File: src/rtl/ddr_sched_pkg.sv
// Shared definitions for the DDR ring-buffer burst scheduler: FSM encoding,
// controller command codes and ring pointer helpers.
package ddr_sched_pkg;

  typedef enum logic [2:0] {
    ST_IDLE    = 3'd0,
    ST_WR_REQ  = 3'd1,
    ST_WR_BUSY = 3'd2,
    ST_RD_REQ  = 3'd3,
    ST_RD_BUSY = 3'd4,
    ST_FLUSH   = 3'd5
  } sched_state_e;

  localparam logic [2:0] CMD_WR = 3'b000;
  localparam logic [2:0] CMD_RD = 3'b001;

  localparam int unsigned LEN_W  = 8;
  localparam int unsigned FILL_W = 32;

  // Bursts never straddle the ring end, so landing exactly on depth wraps to 0.
  function automatic logic [FILL_W-1:0] ptr_advance(input logic [FILL_W-1:0] ptr,
                                                    input int unsigned       step,
                                                    input int unsigned       depth);
    logic [FILL_W-1:0] nxt;
    nxt = ptr + FILL_W'(step);
    return (nxt >= FILL_W'(depth)) ? '0 : nxt;
  endfunction

endpackage

File: src/rtl/ddr_ring_ptr.sv
// Ring bookkeeping: write/read beat pointers, fill level and full/empty flags
// expressed in whole bursts.
module ddr_ring_ptr
  import ddr_sched_pkg::*;
#(
  parameter int unsigned BURST_LEN  = 32,
  parameter int unsigned RING_DEPTH = 32'h0100_0000
) (
  input  logic              clk,
  input  logic              rst_n,
  input  logic              wr_commit_i,
  input  logic              rd_commit_i,
  input  logic              flush_i,
  output logic [FILL_W-1:0] wr_ptr_o,
  output logic [FILL_W-1:0] rd_ptr_o,
  output logic [FILL_W-1:0] fill_o,
  output logic              full_c,
  output logic              empty_c
);

  localparam logic [FILL_W-1:0] BURST_BEATS = FILL_W'(BURST_LEN);
  localparam logic [FILL_W-1:0] ROOM_LIMIT  = FILL_W'(RING_DEPTH - BURST_LEN);

  logic [FILL_W-1:0] wr_ptr_q, wr_ptr_d;
  logic [FILL_W-1:0] rd_ptr_q, rd_ptr_d;
  logic [FILL_W-1:0] fill_q, fill_d;

  always_comb begin
    wr_ptr_d = wr_ptr_q;
    rd_ptr_d = rd_ptr_q;
    fill_d   = fill_q;
    if (flush_i) begin
      rd_ptr_d = wr_ptr_q;
      fill_d   = '0;
    end else begin
      if (wr_commit_i) begin
        wr_ptr_d = ptr_advance(wr_ptr_q, BURST_LEN, RING_DEPTH);
      end
      if (rd_commit_i) begin
        rd_ptr_d = ptr_advance(rd_ptr_q, BURST_LEN, RING_DEPTH);
      end
      fill_d = fill_q + (wr_commit_i ? BURST_BEATS : '0) - (rd_commit_i ? BURST_BEATS : '0);
    end
  end

  always_ff @(posedge clk or negedge rst_n) begin
    if (!rst_n) begin
      wr_ptr_q <= '0;
      rd_ptr_q <= '0;
      fill_q   <= '0;
    end else begin
      wr_ptr_q <= wr_ptr_d;
      rd_ptr_q <= rd_ptr_d;
      fill_q   <= fill_d;
    end
  end

  assign wr_ptr_o = wr_ptr_q;
  assign rd_ptr_o = rd_ptr_q;
  assign fill_o   = fill_q;
  // Full means no room for another whole burst; empty means less than one burst stored.
  assign full_c   = (fill_q > ROOM_LIMIT);
  assign empty_c  = (fill_q < BURST_BEATS);

endmodule

File: src/rtl/ddr_ring_sched.sv
// Burst scheduler turning DDR into a ring FIFO: drains the input FIFO in write
// bursts, refills the output FIFO in read bursts, one request in flight at a time.
module ddr_ring_sched
  import ddr_sched_pkg::*;
#(
  parameter int unsigned ADDR_WIDTH = 30,
  parameter int unsigned BURST_LEN  = 32,
  parameter int unsigned RING_DEPTH = 32'h0100_0000,
  parameter int unsigned BASE_ADDR  = 0,
  parameter int unsigned ADDR_STEP  = 8,
  parameter int unsigned DATA_BITS  = 256,
  parameter int unsigned CNT_WIDTH  = 12
) (
  input  logic                  ddr_clk_i,
  input  logic                  ddr_rst_n_i,
  input  logic                  init_done_i,
  input  logic                  flush_i,
  input  logic [CNT_WIDTH-1:0]  in_fifo_cnt_i,
  input  logic [DATA_BITS-1:0]  in_fifo_dout_i,
  output logic                  in_fifo_rd_o,
  input  logic                  in_fifo_full_i,
  input  logic [CNT_WIDTH-1:0]  out_fifo_free_i,
  output logic                  out_fifo_wr_o,
  output logic [DATA_BITS-1:0]  out_fifo_din_o,
  output logic                  wr_ddr_req_o,
  output logic [LEN_W-1:0]      wr_ddr_len_o,
  output logic [ADDR_WIDTH-1:0] wr_ddr_addr_o,
  input  logic                  wr_ddr_data_req_i,
  output logic [DATA_BITS-1:0]  wr_ddr_data_o,
  input  logic                  wr_ddr_finish_i,
  output logic                  rd_ddr_req_o,
  output logic [LEN_W-1:0]      rd_ddr_len_o,
  output logic [ADDR_WIDTH-1:0] rd_ddr_addr_o,
  input  logic                  rd_ddr_data_valid_i,
  input  logic [DATA_BITS-1:0]  rd_ddr_data_i,
  input  logic                  rd_ddr_finish_i,
  input  logic                  burst_idle_i,
  output logic [FILL_W-1:0]     ring_fill_o,
  output logic [31:0]           overflow_cnt_o,
  output logic                  sched_idle_o
);

  localparam logic [LEN_W-1:0]  BURST_LEN_V = LEN_W'(BURST_LEN);
  localparam logic [FILL_W-1:0] BURST_CMP   = FILL_W'(BURST_LEN);

  sched_state_e state_q, state_d;
  logic                  last_wr_q, last_wr_d;
  logic                  wr_req_q, wr_req_d;
  logic                  rd_req_q, rd_req_d;
  logic [LEN_W-1:0]      wr_len_q, wr_len_d;
  logic [LEN_W-1:0]      rd_len_q, rd_len_d;
  logic [ADDR_WIDTH-1:0] wr_addr_q, wr_addr_d;
  logic [ADDR_WIDTH-1:0] rd_addr_q, rd_addr_d;
  logic [31:0]           ovf_q, ovf_d;
  logic                  idle_q, idle_d;

  logic                  wr_commit, rd_commit, ring_flush;
  logic [FILL_W-1:0]     wr_ptr, rd_ptr, fill;
  logic                  ring_full, ring_empty;
  logic                  wr_ok, rd_ok;

  function automatic logic [ADDR_WIDTH-1:0] addr_of(input logic [FILL_W-1:0] ptr);
    return ADDR_WIDTH'(64'(BASE_ADDR) + 64'(ptr) * 64'(ADDR_STEP));
  endfunction

  ddr_ring_ptr #(
    .BURST_LEN  (BURST_LEN),
    .RING_DEPTH (RING_DEPTH)
  ) u_ring_ptr (
    .clk         (ddr_clk_i),
    .rst_n       (ddr_rst_n_i),
    .wr_commit_i (wr_commit),
    .rd_commit_i (rd_commit),
    .flush_i     (ring_flush),
    .wr_ptr_o    (wr_ptr),
    .rd_ptr_o    (rd_ptr),
    .fill_o      (fill),
    .full_c      (ring_full),
    .empty_c     (ring_empty)
  );

  assign wr_ok = (FILL_W'(in_fifo_cnt_i) >= BURST_CMP) && !ring_full;
  assign rd_ok = (FILL_W'(out_fifo_free_i) >= BURST_CMP) && !ring_empty;

  // Next-state, request launch and commit strobes.
  always_comb begin
    state_d    = state_q;
    last_wr_d  = last_wr_q;
    wr_req_d   = 1'b0;
    rd_req_d   = 1'b0;
    wr_len_d   = wr_len_q;
    rd_len_d   = rd_len_q;
    wr_addr_d  = wr_addr_q;
    rd_addr_d  = rd_addr_q;
    wr_commit  = 1'b0;
    rd_commit  = 1'b0;
    ring_flush = 1'b0;
    ovf_d      = ovf_q;

    unique case (state_q)
      ST_IDLE: begin
        if (init_done_i && burst_idle_i) begin
          if (flush_i) begin
            state_d = ST_FLUSH;
          end else if (wr_ok && (!rd_ok || !last_wr_q)) begin
            state_d   = ST_WR_REQ;
            last_wr_d = 1'b1;
            wr_req_d  = 1'b1;
            wr_len_d  = BURST_LEN_V;
            wr_addr_d = addr_of(wr_ptr);
          end else if (rd_ok) begin
            state_d   = ST_RD_REQ;
            last_wr_d = 1'b0;
            rd_req_d  = 1'b1;
            rd_len_d  = BURST_LEN_V;
            rd_addr_d = addr_of(rd_ptr);
          end
        end
      end
      ST_WR_REQ: state_d = ST_WR_BUSY;
      ST_RD_REQ: state_d = ST_RD_BUSY;
      // Calibration loss abandons the burst; it is reissued from the same pointer.
      ST_WR_BUSY: begin
        if (!init_done_i) begin
          state_d = ST_IDLE;
        end else if (wr_ddr_finish_i) begin
          wr_commit = 1'b1;
          state_d   = ST_IDLE;
        end
      end
      ST_RD_BUSY: begin
        if (!init_done_i) begin
          state_d = ST_IDLE;
        end else if (rd_ddr_finish_i) begin
          rd_commit = 1'b1;
          state_d   = ST_IDLE;
        end
      end
      ST_FLUSH: begin
        ring_flush = 1'b1;
        state_d    = ST_IDLE;
      end
      default: state_d = ST_IDLE;
    endcase

    if (in_fifo_full_i && ring_full && (ovf_q != 32'hFFFF_FFFF)) begin
      ovf_d = ovf_q + 32'd1;
    end
    idle_d = (state_d == ST_IDLE);
  end

  always_ff @(posedge ddr_clk_i or negedge ddr_rst_n_i) begin
    if (!ddr_rst_n_i) begin
      state_q   <= ST_IDLE;
      last_wr_q <= 1'b0;
      wr_req_q  <= 1'b0;
      rd_req_q  <= 1'b0;
      wr_len_q  <= '0;
      rd_len_q  <= '0;
      wr_addr_q <= '0;
      rd_addr_q <= '0;
      ovf_q     <= '0;
      idle_q    <= 1'b1;
    end else begin
      state_q   <= state_d;
      last_wr_q <= last_wr_d;
      wr_req_q  <= wr_req_d;
      rd_req_q  <= rd_req_d;
      wr_len_q  <= wr_len_d;
      rd_len_q  <= rd_len_d;
      wr_addr_q <= wr_addr_d;
      rd_addr_q <= rd_addr_d;
      ovf_q     <= ovf_d;
      idle_q    <= idle_d;
    end
  end

  assign wr_ddr_req_o   = wr_req_q;
  assign wr_ddr_len_o   = wr_len_q;
  assign wr_ddr_addr_o  = wr_addr_q;
  assign rd_ddr_req_o   = rd_req_q;
  assign rd_ddr_len_o   = rd_len_q;
  assign rd_ddr_addr_o  = rd_addr_q;
  assign ring_fill_o    = fill;
  assign overflow_cnt_o = ovf_q;
  assign sched_idle_o   = idle_q;

  // Beat data flows straight between the FIFOs and the controller.
  assign in_fifo_rd_o   = wr_ddr_data_req_i;
  assign wr_ddr_data_o  = in_fifo_dout_i;
  assign out_fifo_wr_o  = rd_ddr_data_valid_i;
  assign out_fifo_din_o = rd_ddr_data_i;

endmodule

File: config.mk
export PLATFORM = sky130hd
export DESIGN_NAME = ddr_ring_sched
export DESIGN_NICKNAME = d
export VERILOG_FILES = /design/src/rtl/ddr_sched_pkg.sv /design/src/rtl/ddr_ring_ptr.sv /design/src/rtl/ddr_ring_sched.sv
export SDC_FILE = /design/constraint.sdc
export NUM_CORES = 1
export LEC_CHECK = 0
export ABC_CLOCK_PERIOD_IN_PS = 3550
export CAP_MARGIN = 40
export CORE_AREA = 2 2 473 475
export DETAILED_ROUTE_END_ITERATION = 12
export DIE_AREA = 0 0 475 477
export GPL_TIMING_DRIVEN = 0
export SYNTH_ARGS = -nofsm -noshare
export SYNTH_HDL_FRONTEND = slang
export SYNTH_HIERARCHICAL = 1
export SYNTH_SLANG_ARGS = --single-unit
File: constraint.sdc
create_clock -name ddr_clk_i -period 3.55 [get_ports ddr_clk_i]
set_input_delay 0.355 -clock ddr_clk_i [delete_from_list [all_inputs] [get_ports ddr_clk_i]]
set_output_delay 0.355 -clock ddr_clk_i [all_outputs]
set_load 0.02 [all_outputs]
==> reports/results.tsv <==
stage	metric	value	unit
worst_setup_path	WS Path Type	input port to flip-flop	
global_route	global-route wire length before repair	135	mm
die	Die Height	477	µm
global_route	initial antenna violation count	48	
global_route	Global Route met1 Usage	0.0889	
timing	clock skew	0.0339	ns
yosys	Synth top cells by count	549 x buf_4, 178 x dfrtp_1, 79 x nor2_1	
global_route	gr busiest metal	met2	
die	Rows	173	
die	total die area	227000	µm²
yosys	Synth Cell Area	14200	µm²
timing	worst-margin pin slew	0.995	ns
routing	router iterations before antenna repair	5	
power_and_ir_drop	Sw Ratio	0.460	
global_route	met3 usage	0.0516	
timing	relative slew slack	0.319	
cells_and_area	Final Non-Filler Cells	5264	
timing	Final Hold Vio Count	0	
place	Inst Count DP	5205	
global_route	gr usage total	0.0918	
yosys	Yosys top cell by area	dfrtp_1	
power_and_ir_drop	Logic pwr share	0.591	
die	Core Area	221000	µm²
flow_run	Max-cap violations	0	
yosys	most frequent cell after synthesis	buf_4	
worst_setup_path	crit-path max FO	4	
yosys	Synth Register Bits	179	
cts	clk sink count	179	
cts	Clk Latency, worst-skew pair	0.51	ns
cells_and_area	Final Core Density	0.116	
power_and_ir_drop	P_leak	10.5	nW
routing	DRT iter0 DRCs	844	
global_route	vias in the first global route	13400	
place	hpwl dp	99.0	mm
cells_and_area	synth-to-layout area growth	80.2	%
status	failing checks	negative setup slack	
power_and_ir_drop	P per Cell Area	480	nW/µm²
routing	Routed WL per cell	20.8	µm
power_and_ir_drop	Seq pwr share	0.243	
timing	FMAX	276	MHz
cts	H-tree levels	4	
worst_setup_path	Critical Path Source Type	input port	
global_route	met2 usage	0.164	
worst_setup_path	Worst setup EP type	flip-flop	
yosys	instance count of the mapped netlist	1541	
routing	Via density	2.59	
timing	unrepaired setup endpoints after global routing	yes	
cells_and_area	Final nets	2872	
routing	Routed Antenna Nets	0	
yosys	share of the synthesized area in the top cell type	0.313	
yosys	Synth Warn #	6	
routing	via count	13600	
power_and_ir_drop	share of total power in the clock network	0.166	
worst_setup_path	Crit. Startpoint	init_done_i	
global_route	grt ovf	0	
yosys	post-synthesis sequential area ratio	0.315	
power_and_ir_drop	Max VDD drop	0.400	mV
power_and_ir_drop	P_sw	0.00566	W
timing	Tcrit/Tclk final	1.02	
yosys	Synth Area per Inst	9.23	µm²
place	DP Worst Slack	-1.39	ns
worst_setup_path	worst path arrival time	4.03	ns
cts	Root Driver	clkbuf_16	
cts	clk slew on worst S/H paths	0.10	ns
status	status	finished with violations	
timing	minimum clock period	3.63	ns
cells_and_area	share of cells above drive strength 1	0.314	
yosys	dominant synthesized flop cell	dfrtp_1	
die	Ports	1203	
min_path	Hold WC Path Type	input port to asynchronous set/reset pin	
routing	DR DRC count	0	
routing	wirelength, routed	109	mm
place	RD Place Congestion	0.846	
die	starting density of the core	0.0642	
cts	Num CTS Buffers	17	
yosys	number of synthesized flops with an enable pin	0	
worst_setup_path	worst path required time	3.96	ns
global_route	largest net degree at the start of global routing	96	
yosys	Post-synth ARST share	1.00	
yosys	Yosys cell types	84	
yosys	most area-consuming cells after synthesis	dfrtp_1 31%, buf_4 29%, ha_1 5.5%	
timing	Final Slew Violations	0	
die	Die W	475	µm
timing	Setup WS post-layout	-0.0786	ns
cts	clock buffer depth	2	
cts	TritonCTS clock tree	built	
power_and_ir_drop	Pint	0.00664	W
timing	setup-violating endpoint count in the final report	1	
place	PortBufs	656	
worst_setup_path	RR Startpoint	state_q[2]	
-- registers in the layout (all words and copies together) (netlist names) --
register and flops:
u_ring_ptr/fill_o 30, rd_ddr_req_o 1, rd_ddr_addr_o 27, last_wr_q 1, overflow_cnt_o 32, u_ring_ptr/rd_ptr_o 27
rd_ddr_len_o 1, wr_ddr_addr_o 27, u_ring_ptr/wr_ptr_o 27, wr_ddr_req_o 1, state_q 3, sched_idle_o 1
wr_ddr_len_o 1
-- critical path: stages --
cell,delay [ns]
clkdlybuf4s50_1,0.54
nor2b_2,0.19
and3_4,0.29
inv_4,0.06
fa_1,0.49
inv_2,0.05
ha_4,0.27
a21o_1,0.15
a21oi_2,0.08
a211oi_2,0.28
o2111ai_2,0.22
a311oi_2,0.40
nor2_2,0.10
o31ai_4,0.23
mux2_4,0.32
-- cells by family after synthesis --
| group | count (synthesis) | synth area share |
|---|---|---|
| other | 2 | 0.000528 |
| adders and majority gates | 63 | 0.0560 |
| xor gates and xnor gates | 73 | 0.0450 |
| buffers and inverters | 638 | 0.317 |
| and+or+nand+nor | 364 | 0.140 |
| DFF | 179 | 0.315 |
| AOI/OAI and AO/OA | 161 | 0.0788 |
| muxes | 61 | 0.0481 |
-- power groups by stage --
| stage | sequential (W) | combinational, W | clock, W |
|---|---|---|---|
| CTS | 0.00301 | 0.00721 | 0.00216 |
| global placement | 0.00305 | 0.00690 | 0 |
| finish | 0.00299 | 0.00727 | 0.00204 |
| floorplan | 0.00326 | 0.00386 | 0 |
| global route | 0.00306 | 0.00791 | 0.00221 |
| detailed placement | 0.00306 | 0.00704 | 0 |
-- layout make-up --
cell class	instances	area, µm²
plain buffers	572	4270
well taps	2975	3720
repair buffers	674	6750
inverters	65	246
fillers	25300	196000
multi-input cells	754	5500
diodes	13	32.5
clock buffers	17	425
flip-flops and latches	179	4480
clock inverters	15	185
-- repair_timing --
item	in CTS	in global routing
endpoints found under the setup margin	76	16
pin swaps	12	16
endpoints found under the hold margin	84	0
hold buffers	1	0
gates resized for setup	33	14
buffers inserted	7	8
-- path summary, 6_finish.rpt --
check / end / depth (start not counted) / slack [ns]
worst max-delay path: u_ring_ptr/fill_o[29] / 15 / -0.08
worst min register to register: wr_ddr_len_o[5] / 1 / 0.48
max in group asynchronous: state_q[2] / 3 / 1.94
worst max register to register: u_ring_ptr/fill_o[29] / 14 / -0.03
worst min-delay path: rd_ddr_req_o / 2 / 0.39
min in group ddr_clk_i: wr_ddr_len_o[5] / 1 / 0.48
-- layout by cell type (no fill, tap or decap), types with 15 or more instances in the layout --
master,count
nand4_1,33
nor3_1,21
mux2_1,15
inv_1,62
conb_1,32
xor2_1,26
nand3_1,42
ha_1,61
a21o_1,15
nand2_1,77
clkdlybuf4s50_1,655
a221o_1,16
clkbuf_16,17
a21oi_1,23
mux2_2,43
xnor2_1,47
o21ai_0,31
nor2_1,77
buf_4,559
dfrtp_1,176
-- per-layer routing --
layer,vias to the layer above,share of wire
met5,-,0.0020
met4,34,0.025
met3,104,0.13
met2,913,0.51
met1,6465,0.33
li1,6099,-
-- through the flow --
stage / area (µm²) / total power [W] / hold slack, ns / setup TNS, ns
floorplan: 14300 / 0.00712 / 0.0594 / 0
global placement: 24600 / 0.00994 / 0.457 / -1303.73
detailed placement: 24700 / 0.0101 / 0.418 / -40.08
CTS: 25500 / 0.0124 / 0.421 / -0.157
global route: 25600 / 0.0132 / 0.437 / -0.176
finish: 25600 / 0.0123 / 0.394 / -0.0786
(Power assumes the default switching activity.)
